File: config.mk
export PLATFORM = sky130hd
export DESIGN_NAME = board_ctrl_sequencer_flat
export DESIGN_NICKNAME = d
export VERILOG_FILES = /design/src/rtl/board_ctrl_sequencer_if.sv /design/src/rtl/board_ctrl_sequencer.sv /design/src/flat_wrapper.sv
export SDC_FILE = /design/constraint.sdc
export NUM_CORES = 1
export LEC_CHECK = 0
export CAP_MARGIN = 25
export CORE_ASPECT_RATIO = 1.1
export CORE_MARGIN = 2
export CORE_UTILIZATION = 61
export DETAILED_ROUTE_END_ITERATION = 10
export GPL_TIMING_DRIVEN = 0
export PLACE_DENSITY = 0.86
export SYNTH_ARGS = -nofsm -noshare
export SYNTH_HDL_FRONTEND = slang
export SYNTH_SLANG_ARGS = --single-unit
File: constraint.sdc
create_clock -name clk -period 5.24 [get_ports clk]
set_input_delay 1.048 -clock clk [delete_from_list [all_inputs] [get_ports clk]]
set_output_delay 1.048 -clock clk [all_outputs]
set_load 0.01 [all_outputs]
File: src/rtl/board_ctrl_sequencer_if.sv
// Board control sequencer I/O bundle.
// Raw board inputs in, core reset/inputs/status out.
interface board_ctrl_sequencer_if;
  logic       pll_locked;
  logic       btn_rst_n;
  logic [2:0] btn;
  logic       core_rst_n;
  logic [6:0] ui_in;
  logic [2:0] btn_db;
  logic       heartbeat;
  logic [1:0] state;

  modport master (
    output pll_locked, btn_rst_n, btn,
    input  core_rst_n, ui_in, btn_db,
    input  heartbeat, state
  );

  modport slave (
    input  pll_locked, btn_rst_n, btn,
    output core_rst_n, ui_in, btn_db,
    output heartbeat, state
  );
endinterface

File: src/rtl/board_ctrl_sequencer.sv
// Board control sequencer: input sync/debounce,
// core reset sequencing and heartbeat LED.
module board_ctrl_sequencer #(
  parameter int unsigned DEBOUNCE_CYCLES   = 250000,
  parameter int unsigned RESET_HOLD_CYCLES = 1024,
  parameter int unsigned HEARTBEAT_CYCLES  = 25200000
) (
  input logic                   clk,
  input logic                   rst,
  board_ctrl_sequencer_if.slave bus
);
  localparam int unsigned DW = $clog2(DEBOUNCE_CYCLES);
  localparam int unsigned HW = $clog2(RESET_HOLD_CYCLES);
  localparam int unsigned BW = $clog2(HEARTBEAT_CYCLES);
  localparam logic [DW-1:0] DB_LAST =
    DW'(DEBOUNCE_CYCLES - 1);
  localparam logic [HW-1:0] HOLD_LAST =
    HW'(RESET_HOLD_CYCLES - 1);
  localparam logic [BW-1:0] HB_LAST =
    BW'(HEARTBEAT_CYCLES - 1);
  // bit 3 is the active-low reset button: idles high
  localparam logic [3:0] BTN_IDLE = 4'b1000;

  typedef enum logic [1:0] {
    WAIT_LOCK = 2'd0,
    HOLD      = 2'd1,
    RUN       = 2'd2
  } state_e;

  state_e                 state_q, state_d;
  logic                   lk1_q, lk1_d;
  logic                   lk2_q, lk2_d;
  logic [3:0]             s1_q, s1_d;
  logic [3:0]             s2_q, s2_d;
  logic [3:0]             db_q, db_d;
  logic [3:0][DW-1:0]     dbc_q, dbc_d;
  logic [HW-1:0]          hold_q, hold_d;
  logic [BW-1:0]          hb_cnt_q, hb_cnt_d;
  logic                   hb_q, hb_d;
  logic                   lock;
  logic                   rst_pressed;
  logic                   run;

  assign lock        = lk2_q;
  assign rst_pressed = ~db_q[3];
  assign run         = (state_q == RUN);

  // two-flop synchronizers for all raw inputs
  always_comb begin
    lk1_d = bus.pll_locked;
    lk2_d = lk1_q;
    s1_d  = {bus.btn_rst_n, bus.btn};
    s2_d  = s1_q;
  end

  // per-input debounce counters on synced levels
  always_comb begin
    db_d  = db_q;
    dbc_d = dbc_q;
    for (int i = 0; i < 4; i++) begin
      if (s2_q[i] == db_q[i]) begin
        dbc_d[i] = '0;
      end else if (dbc_q[i] == DB_LAST) begin
        db_d[i]  = s2_q[i];
        dbc_d[i] = '0;
      end else begin
        dbc_d[i] = dbc_q[i] + DW'(1);
      end
    end
  end

  // sequencer: lock loss beats button reset
  always_comb begin
    state_d = state_q;
    hold_d  = hold_q;
    case (state_q)
      WAIT_LOCK: begin
        if (lock) state_d = HOLD;
      end
      HOLD: begin
        if (!lock) begin
          state_d = WAIT_LOCK;
        end else if (rst_pressed) begin
          hold_d = '0;
        end else if (hold_q == HOLD_LAST) begin
          state_d = RUN;
        end else begin
          hold_d = hold_q + HW'(1);
        end
      end
      RUN: begin
        if (!lock) begin
          state_d = WAIT_LOCK;
        end else if (rst_pressed) begin
          state_d = HOLD;
        end
      end
      default: state_d = WAIT_LOCK;
    endcase
    // every HOLD visit starts from a cleared count
    if (state_d != HOLD || state_q != HOLD) begin
      hold_d = '0;
    end
  end

  // heartbeat runs only while staying in RUN
  always_comb begin
    hb_cnt_d = '0;
    hb_d     = hb_q;
    if (run && state_d == RUN) begin
      if (hb_cnt_q == HB_LAST) begin
        hb_d = ~hb_q;
      end else begin
        hb_cnt_d = hb_cnt_q + BW'(1);
      end
    end
  end

  // state and datapath registers
  always_ff @(posedge clk or posedge rst) begin
    if (rst) begin
      state_q  <= WAIT_LOCK;
      lk1_q    <= 1'b0;
      lk2_q    <= 1'b0;
      s1_q     <= BTN_IDLE;
      s2_q     <= BTN_IDLE;
      db_q     <= BTN_IDLE;
      dbc_q    <= '0;
      hold_q   <= '0;
      hb_cnt_q <= '0;
      hb_q     <= 1'b0;
    end else begin
      state_q  <= state_d;
      lk1_q    <= lk1_d;
      lk2_q    <= lk2_d;
      s1_q     <= s1_d;
      s2_q     <= s2_d;
      db_q     <= db_d;
      dbc_q    <= dbc_d;
      hold_q   <= hold_d;
      hb_cnt_q <= hb_cnt_d;
      hb_q     <= hb_d;
    end
  end

  assign bus.core_rst_n = run;
  assign bus.btn_db     = db_q[2:0];
  assign bus.heartbeat  = hb_q;
  assign bus.state      = state_q;
  assign bus.ui_in      = run ? {db_q[1], db_q[2],
                                 db_q[1], db_q[2],
                                 1'b0, db_q[0], 1'b0}
                              : 7'h00;
endmodule

File: src/flat_wrapper.sv
// flat-port wrapper written by rule: the top's interface ports become plain ports
module board_ctrl_sequencer_flat 
#(
  parameter int unsigned DEBOUNCE_CYCLES   = 250000,
  parameter int unsigned RESET_HOLD_CYCLES = 1024,
  parameter int unsigned HEARTBEAT_CYCLES  = 25200000
)
  (clk, rst, bus_pll_locked, bus_btn_rst_n, bus_btn, bus_core_rst_n, bus_ui_in, bus_btn_db, bus_heartbeat, bus_state);
  board_ctrl_sequencer_if bus_i ();
  input logic clk;
  input logic rst;
  input wire logic [$bits(bus_i.pll_locked)-1:0] bus_pll_locked;
  input wire logic [$bits(bus_i.btn_rst_n)-1:0] bus_btn_rst_n;
  input wire logic [$bits(bus_i.btn)-1:0] bus_btn;
  output wire logic [$bits(bus_i.core_rst_n)-1:0] bus_core_rst_n;
  output wire logic [$bits(bus_i.ui_in)-1:0] bus_ui_in;
  output wire logic [$bits(bus_i.btn_db)-1:0] bus_btn_db;
  output wire logic [$bits(bus_i.heartbeat)-1:0] bus_heartbeat;
  output wire logic [$bits(bus_i.state)-1:0] bus_state;
  assign bus_i.pll_locked = bus_pll_locked;
  assign bus_i.btn_rst_n = bus_btn_rst_n;
  assign bus_i.btn = bus_btn;
  assign bus_core_rst_n = bus_i.core_rst_n;
  assign bus_ui_in = bus_i.ui_in;
  assign bus_btn_db = bus_i.btn_db;
  assign bus_heartbeat = bus_i.heartbeat;
  assign bus_state = bus_i.state;
  board_ctrl_sequencer #(.DEBOUNCE_CYCLES(DEBOUNCE_CYCLES), .RESET_HOLD_CYCLES(RESET_HOLD_CYCLES), .HEARTBEAT_CYCLES(HEARTBEAT_CYCLES)) u_core (.clk(clk), .rst(rst), .bus(bus_i));
endmodule
; After elaboration in Yosys (flattened, before gate mapping)
; Index checks and enable logic that the tools add are counted.
[word_totals]
register_bits = 124
latchBits = 0
ramBits = 0
romBits = 0
inputBits = 7
output_inout_bits = 14
wordCells = 77
n_memories = 0
[classes]
n_addsub = 6
mul = 0
n_div = 0
n_lt_le_gt_ge = 0
eq_ne = 16
shifts = 0
mux = 23
bitwise = 5
n_reduce_logical = 11
[ops]
columns = op, count
row1 = $mux W18, 8
row2 = $add A18 B1 Y18 const B, 4
row3 = $eq A18 B18 Y1 const B, 4
row4 = $mux W10, 5
row5 = $mux W25, 2
row6 = $add A25 B1 Y25 const B, 1
row7 = $eq A25 B25 Y1 const B, 1
row8 = $mux W2, 6
row9 = $add A10 B1 Y10 const B, 1
row10 = $eq A10 B10 Y1 const B, 1
row11 = $reduce_and A2 Y1, 5
row12 = $mux W7, 1
row13 = $pmux W2 S3, 1
row14 = $not A1 Y1, 5
row15 = $eq A1 B1 Y1, 4
row16 = $eq A2 B2 Y1 const B, 2
row17 = $ne A2 B1 Y1 const B, 2
row18 = $reduce_bool A2 Y1, 2
row19 = $ne A3 B3 Y1 const B, 1
row20 = $reduce_and A3 Y1, 1
row21 = $eq A2 B1 Y1 const B, 1
row22 = $logic_not A2 Y1, 1
row23 = $logic_and A1 B1 Y1, 1
row24 = $logic_or A1 B1 Y1, 1

; Logic depth before layout (Yosys ltp)
[logic_depth]
ltp_word = 9
depth_mapped = 7
mapped_depth_nobuf = 5

; Worst setup path before layout
; OpenSTA, ideal clock, no wires.
[synth_timing]
path_kind = register to output
startpoint = register u_core.state_q[1], in the netlist u_core.bus.state[1]
endpoint = output port bus_ui_in[5]
arrival_ps = 1165
t_required_ps = 4192
slack_ps = 3027
stages_incl_launch_ff = 4
path_buffers = 1
cell_sequence = dfrtp_1 > nor2b_1 > and2_1 > buf_4
[synth_via]
elab_chain_len = 2
[synth_rtl]
columns = element, line
row1 = from (decl), board_ctrl_sequencer.sv:30  ; state_e state_q, state_d;
row2 = from (signal assigned), board_ctrl_sequencer.sv:133  ; state_q <= state_d;
row3 = $eq A2 B2 Y1, board_ctrl_sequencer.sv:46  ; assign run = (state_q == RUN);
row4 = named net bus_core_rst_n, flat_wrapper.sv:15  ; output wire logic [$bits(bus_i.core_rst_n)-1:0] bus_core_rst_n;
row5 = $mux W7, board_ctrl_sequencer.sv:150  ; assign bus.ui_in = run ? {db_q[1], db_q[2],
row6 = to (decl), flat_wrapper.sv:16  ; output wire logic [$bits(bus_i.ui_in)-1:0] bus_ui_in;
; The timed path passes the listed nets, and every way through them passes these cells.

; Final worst setup path
[layout_timing]
startpoint = register u_core.state_q[1], in the netlist u_core.bus.state[1]
endpoint = output port bus_ui_in[6]
[layout_via]
elab_chain_len = 2
[layout_rtl]
columns = element, line
row1 = $eq A2 B2 Y1, board_ctrl_sequencer.sv:46
row2 = $mux W7, board_ctrl_sequencer.sv:150
; No other way between the ends.

==> run_results.csv <==
group,metric,value,unit
critical_path,crit_type,"reg -> out",
clock_network,clockBufferDepth,2,
drt,drt_iter0_markers,341,
logic_synthesis,yosysSeqAreaShare,0.524,
die,std_cell_rows,37,
logic_synthesis,synth_seq_cells,124,
critical_path,cp-end-kind,"output port",
placed_design,gp_congestion,0.884,
clock_network,cts_tree,"yes",
drt,drt_pass1_iterations,6,
clock_network,cts_setup_buffers,0,
run,max_cap_violations,0,
timing,slew_headroom,0.411,
clock_network,cts_root_buf,"clkbuf_8",
critical_path,arrival,2.29,ns
drt,routed-via-count,4593,
logic_synthesis,synth_warnings,0,
placed_design,dp_cells,732,
timing,hold_viol_final,0,
logic_synthesis,synth.avg_cell_area,9.97,um2
grt,antenna_found_initial,0,
die,initial_core_util,0.631,
critical_path,worst_r2r_startpoint,"u_core.dbc_q[36]",
critical_path,reg2reg_depth,5,
final_layout,final_cells,764,
grt,grt_pass1_wl,21.2,mm
die,fp.dieArea,0.0105,mm2
critical_path,r2r_end,"u_core.dbc_q[47]",
timing,fmax,299,MHz
power,peakVddDrop,0.174,mV
critical_path,reg2reg_setup_slack,2.96,ns
power,p_leak,2.79,nW
die,core,0.00940,mm2
timing,fin_skew,0.00963,ns
final_layout,nNetsFinal,647,
logic_synthesis,syn_area,0.00593,mm2
clock_network,h-tree-depth,4,
min_path,hold_path_startpoint,"u_core.s1_q[0]",
min_path,hold_path_class,"reg -> reg",
drt,route.detailed.drc,0,
clock_network,cts_hold_buffers,0,
final_layout,num_antenna_cells,0,
final_layout,fill_cells,631,
timing,rsz0062_at_grt,"false",
run_status,outcome,"finished clean",
timing,setup_violations,0,
die,die_x,98.0,um
grt,grt-ovfl-total,0,
placed_design,dp_slack,2.43,ns
timing,tightest_slew,0.874,ns
clock_network,cts_resized,0,
placed_design,hpwl,7.81,mm
timing,fin_ws,1.90,ns
critical_path,start_kind,"flop",
final_layout,area_delta_synth_final,16.6,%
clock_network,clock_sinks,124,
critical_path,worst-path-max-fanout,6,
clock_network,worstSkewPairLatency,0.51,ns
drt,ant_nets,0,
drt,routedWlPerCell,15.9,um
timing,layout_min_cycle_time,3.34,ns
drt,wirelength,12.2,mm
die,io-pin-count,21,
drt,vias_per_cell,6.01,
die,die_y,107,um
logic_synthesis,synth_top_area_frac,0.511,
logic_synthesis,synth_largest_area_cell,"dfrtp_1",
min_path,min_path_cells,0,
final_layout,drive_gt1_frac,0.0974,
logic_synthesis,netlist_instances,595,
placed_design,io_buffers,18,
logic_synthesis,synth_cell_types,48,
clock_network,clk_pin_slew,0.06,ns
power,p_per_area,325,mW/mm2
grt,track_usage,0.250,
logic_synthesis,ys_top_cells_by_area,"dfrtp_1 (51%), nor2_1 (5.9%), xnor2_1 (5.9%)",
grt,grt_pass1_vias,4703,
clock_network,cts_buffers,17,
final_layout,fin_util,0.736,
min_path,min_to,"u_core.s2_q[0]",
grt,grt_max_degree,102,
critical_path,cp.required,4.19,ns
timing,period_share,0.638,
timing,drv_slew,0,
## how the worst max path moves through the flow
stage	from	end	slack [ns]	cells past startpoint
6_report	u_core.bus.state[1]	bus_ui_in[6]	1.90	4
5_1_grt	u_core.bus.state[1]	bus_ui_in[5]	1.78	4
4_1_cts	u_core.bus.state[1]	bus_ui_in[6]	1.88	4
3_5_place_dp	u_core.bus.state[0]	bus_ui_in[6]	2.43	4
3_3_place_gp	rst	u_core.dbc_q[65]	-0.61	2
2_1_floorplan	rst	u_core.bus.heartbeat	0.90	1
## critical path: stages, from the launching register on
cell and delay, ns:
dfrtp_1 0.42, nor2b_1 0.52, and2_1 0.23, buf_4 0.10
clkdlybuf4s50_1 0.52
## area by class of cell
| class | instances | area [um2] | area share |
|---|---|---|---|
| Clock inverter | 9 | 134 | 0.0194 |
| Inverter | 16 | 65.1 | 0.00941 |
| Clock buffer | 23 | 487 | 0.0704 |
| Sequential cell | 124 | 3110 | 0.449 |
| Multi-Input combinational cell | 438 | 2670 | 0.386 |
| Tap cell | 117 | 146 | 0.0212 |
| Timing Repair Buffer | 19 | 208 | 0.0300 |
| Buffer | 18 | 101 | 0.0147 |
## report_power, final
part | switching [W] | internal (W) | leakage [nW]
sequential | 0.0000108 | 0.000971 | 1.69
combinational | 0.0000371 | 0.0000183 | 0.806
clock | 0.000420 | 0.000788 | 0.293
total | 0.000468 | 0.00178 | 2.79
## synthesized netlist by cell type (all sizes together)
cell type / number
dfrtp: 121
nor2: 94
nand3: 42
xnor2: 40
nand2: 38
xor2: 36
a21oi: 25
nand4: 22
nor3: 18
nor4: 17
inv: 16
o21ai: 16
buf: 12
or3: 12
and3: 10
or4: 10
and4: 8
clkbuf: 6
ha: 6
o31ai: 6
o41ai: 5
and2: 4
mux2: 4
or2: 4
dfstp: 3
nand4b: 3
nor2b: 3
nor4b: 3
or3b: 2
a31o: 1
and4b: 1
conb: 1
nand2b: 1
nand3b: 1
nand4bb: 1
nor4bb: 1
o211a: 1
o21bai: 1
## registers in the layout, summed over array words and instances (netlist names)
name and count:
u_core.bus.state 2, u_core.lk2_q 1, u_core.hold_q 10, u_core.s1_q 4, u_core.db_q 4, u_core.s2_q 4, u_core.bus.heartbeat 1, u_core.lk1_q 1
u_core.hb_cnt_q 25, u_core.dbc_q 72
## logic make-up after synthesis
kind of cell | count (synthesis) | synth area share
AND/OR/NAND/NOR | 295 | 0.258
flip-flops | 124 | 0.524
XOR/XNOR | 76 | 0.112
AO/OA/AOI/OAI | 55 | 0.0578
buffers and inverters | 34 | 0.0272
adder cells (fa/ha/maj) | 6 | 0.0127
multiplexers | 4 | 0.00759
other | 1 | 0.000632
## per-stage QoR
step | hold WS, ns | setup TNS [ns] | area [um2] | total power, W
6_report | 0.348 | 0 | 6910 | 0.00224
3_3_place_gp | 0.335 | -73.41 | 6260 | 0.00105
5_1_grt | 0.359 | 0 | 6910 | 0.00231
2_1_floorplan | 0.331 | 0 | 5930 | 0.00103
3_5_place_dp | 0.340 | 0 | 6290 | 0.00105
4_1_cts | 0.352 | 0 | 6910 | 0.00226
## placed cells by master (no fill, tap or decap), types with 3 or more instances in the layout
| cell type | instances |
|---|---|
| dfrtp_1 | 121 |
| nor2_1 | 94 |
| xnor2_1 | 40 |
| nand3_1 | 40 |
| nand2_1 | 38 |
| xor2_1 | 36 |
| a21oi_1 | 25 |
| nand4_1 | 22 |
| nor3_1 | 18 |
| clkdlybuf4s50_1 | 18 |
| nor4_1 | 17 |
| clkbuf_16 | 16 |
| inv_1 | 15 |
| o21ai_0 | 15 |
| or3_1 | 12 |
| and3_1 | 10 |
| and4_1 | 8 |
| buf_4 | 8 |
| clkbuf_1 | 7 |
| or4_1 | 7 |
| o31ai_1 | 6 |
| ha_1 | 6 |
| clkbuf_8 | 6 |
| and2_1 | 4 |
| mux2_2 | 4 |
| clkinvlp_4 | 4 |
| nand4b_1 | 3 |
| nor2b_1 | 3 |
| nor4b_1 | 3 |
| buf_2 | 3 |
| o41ai_2 | 3 |
| bufinv_16 | 3 |
| dfstp_2 | 3 |
## layer usage
layer / track usage / vias up / wire length, um
met4: 0.0962 / 0 / 227
met1: 0.318 / 2254 / 5220
met2: 0.426 / 144 / 6240
met3: 0.0494 / 29 / 472
met5: 0 / - / 0
li1: - / 2166 / -
No activity file was read; power rests on OpenSTA's default activity.
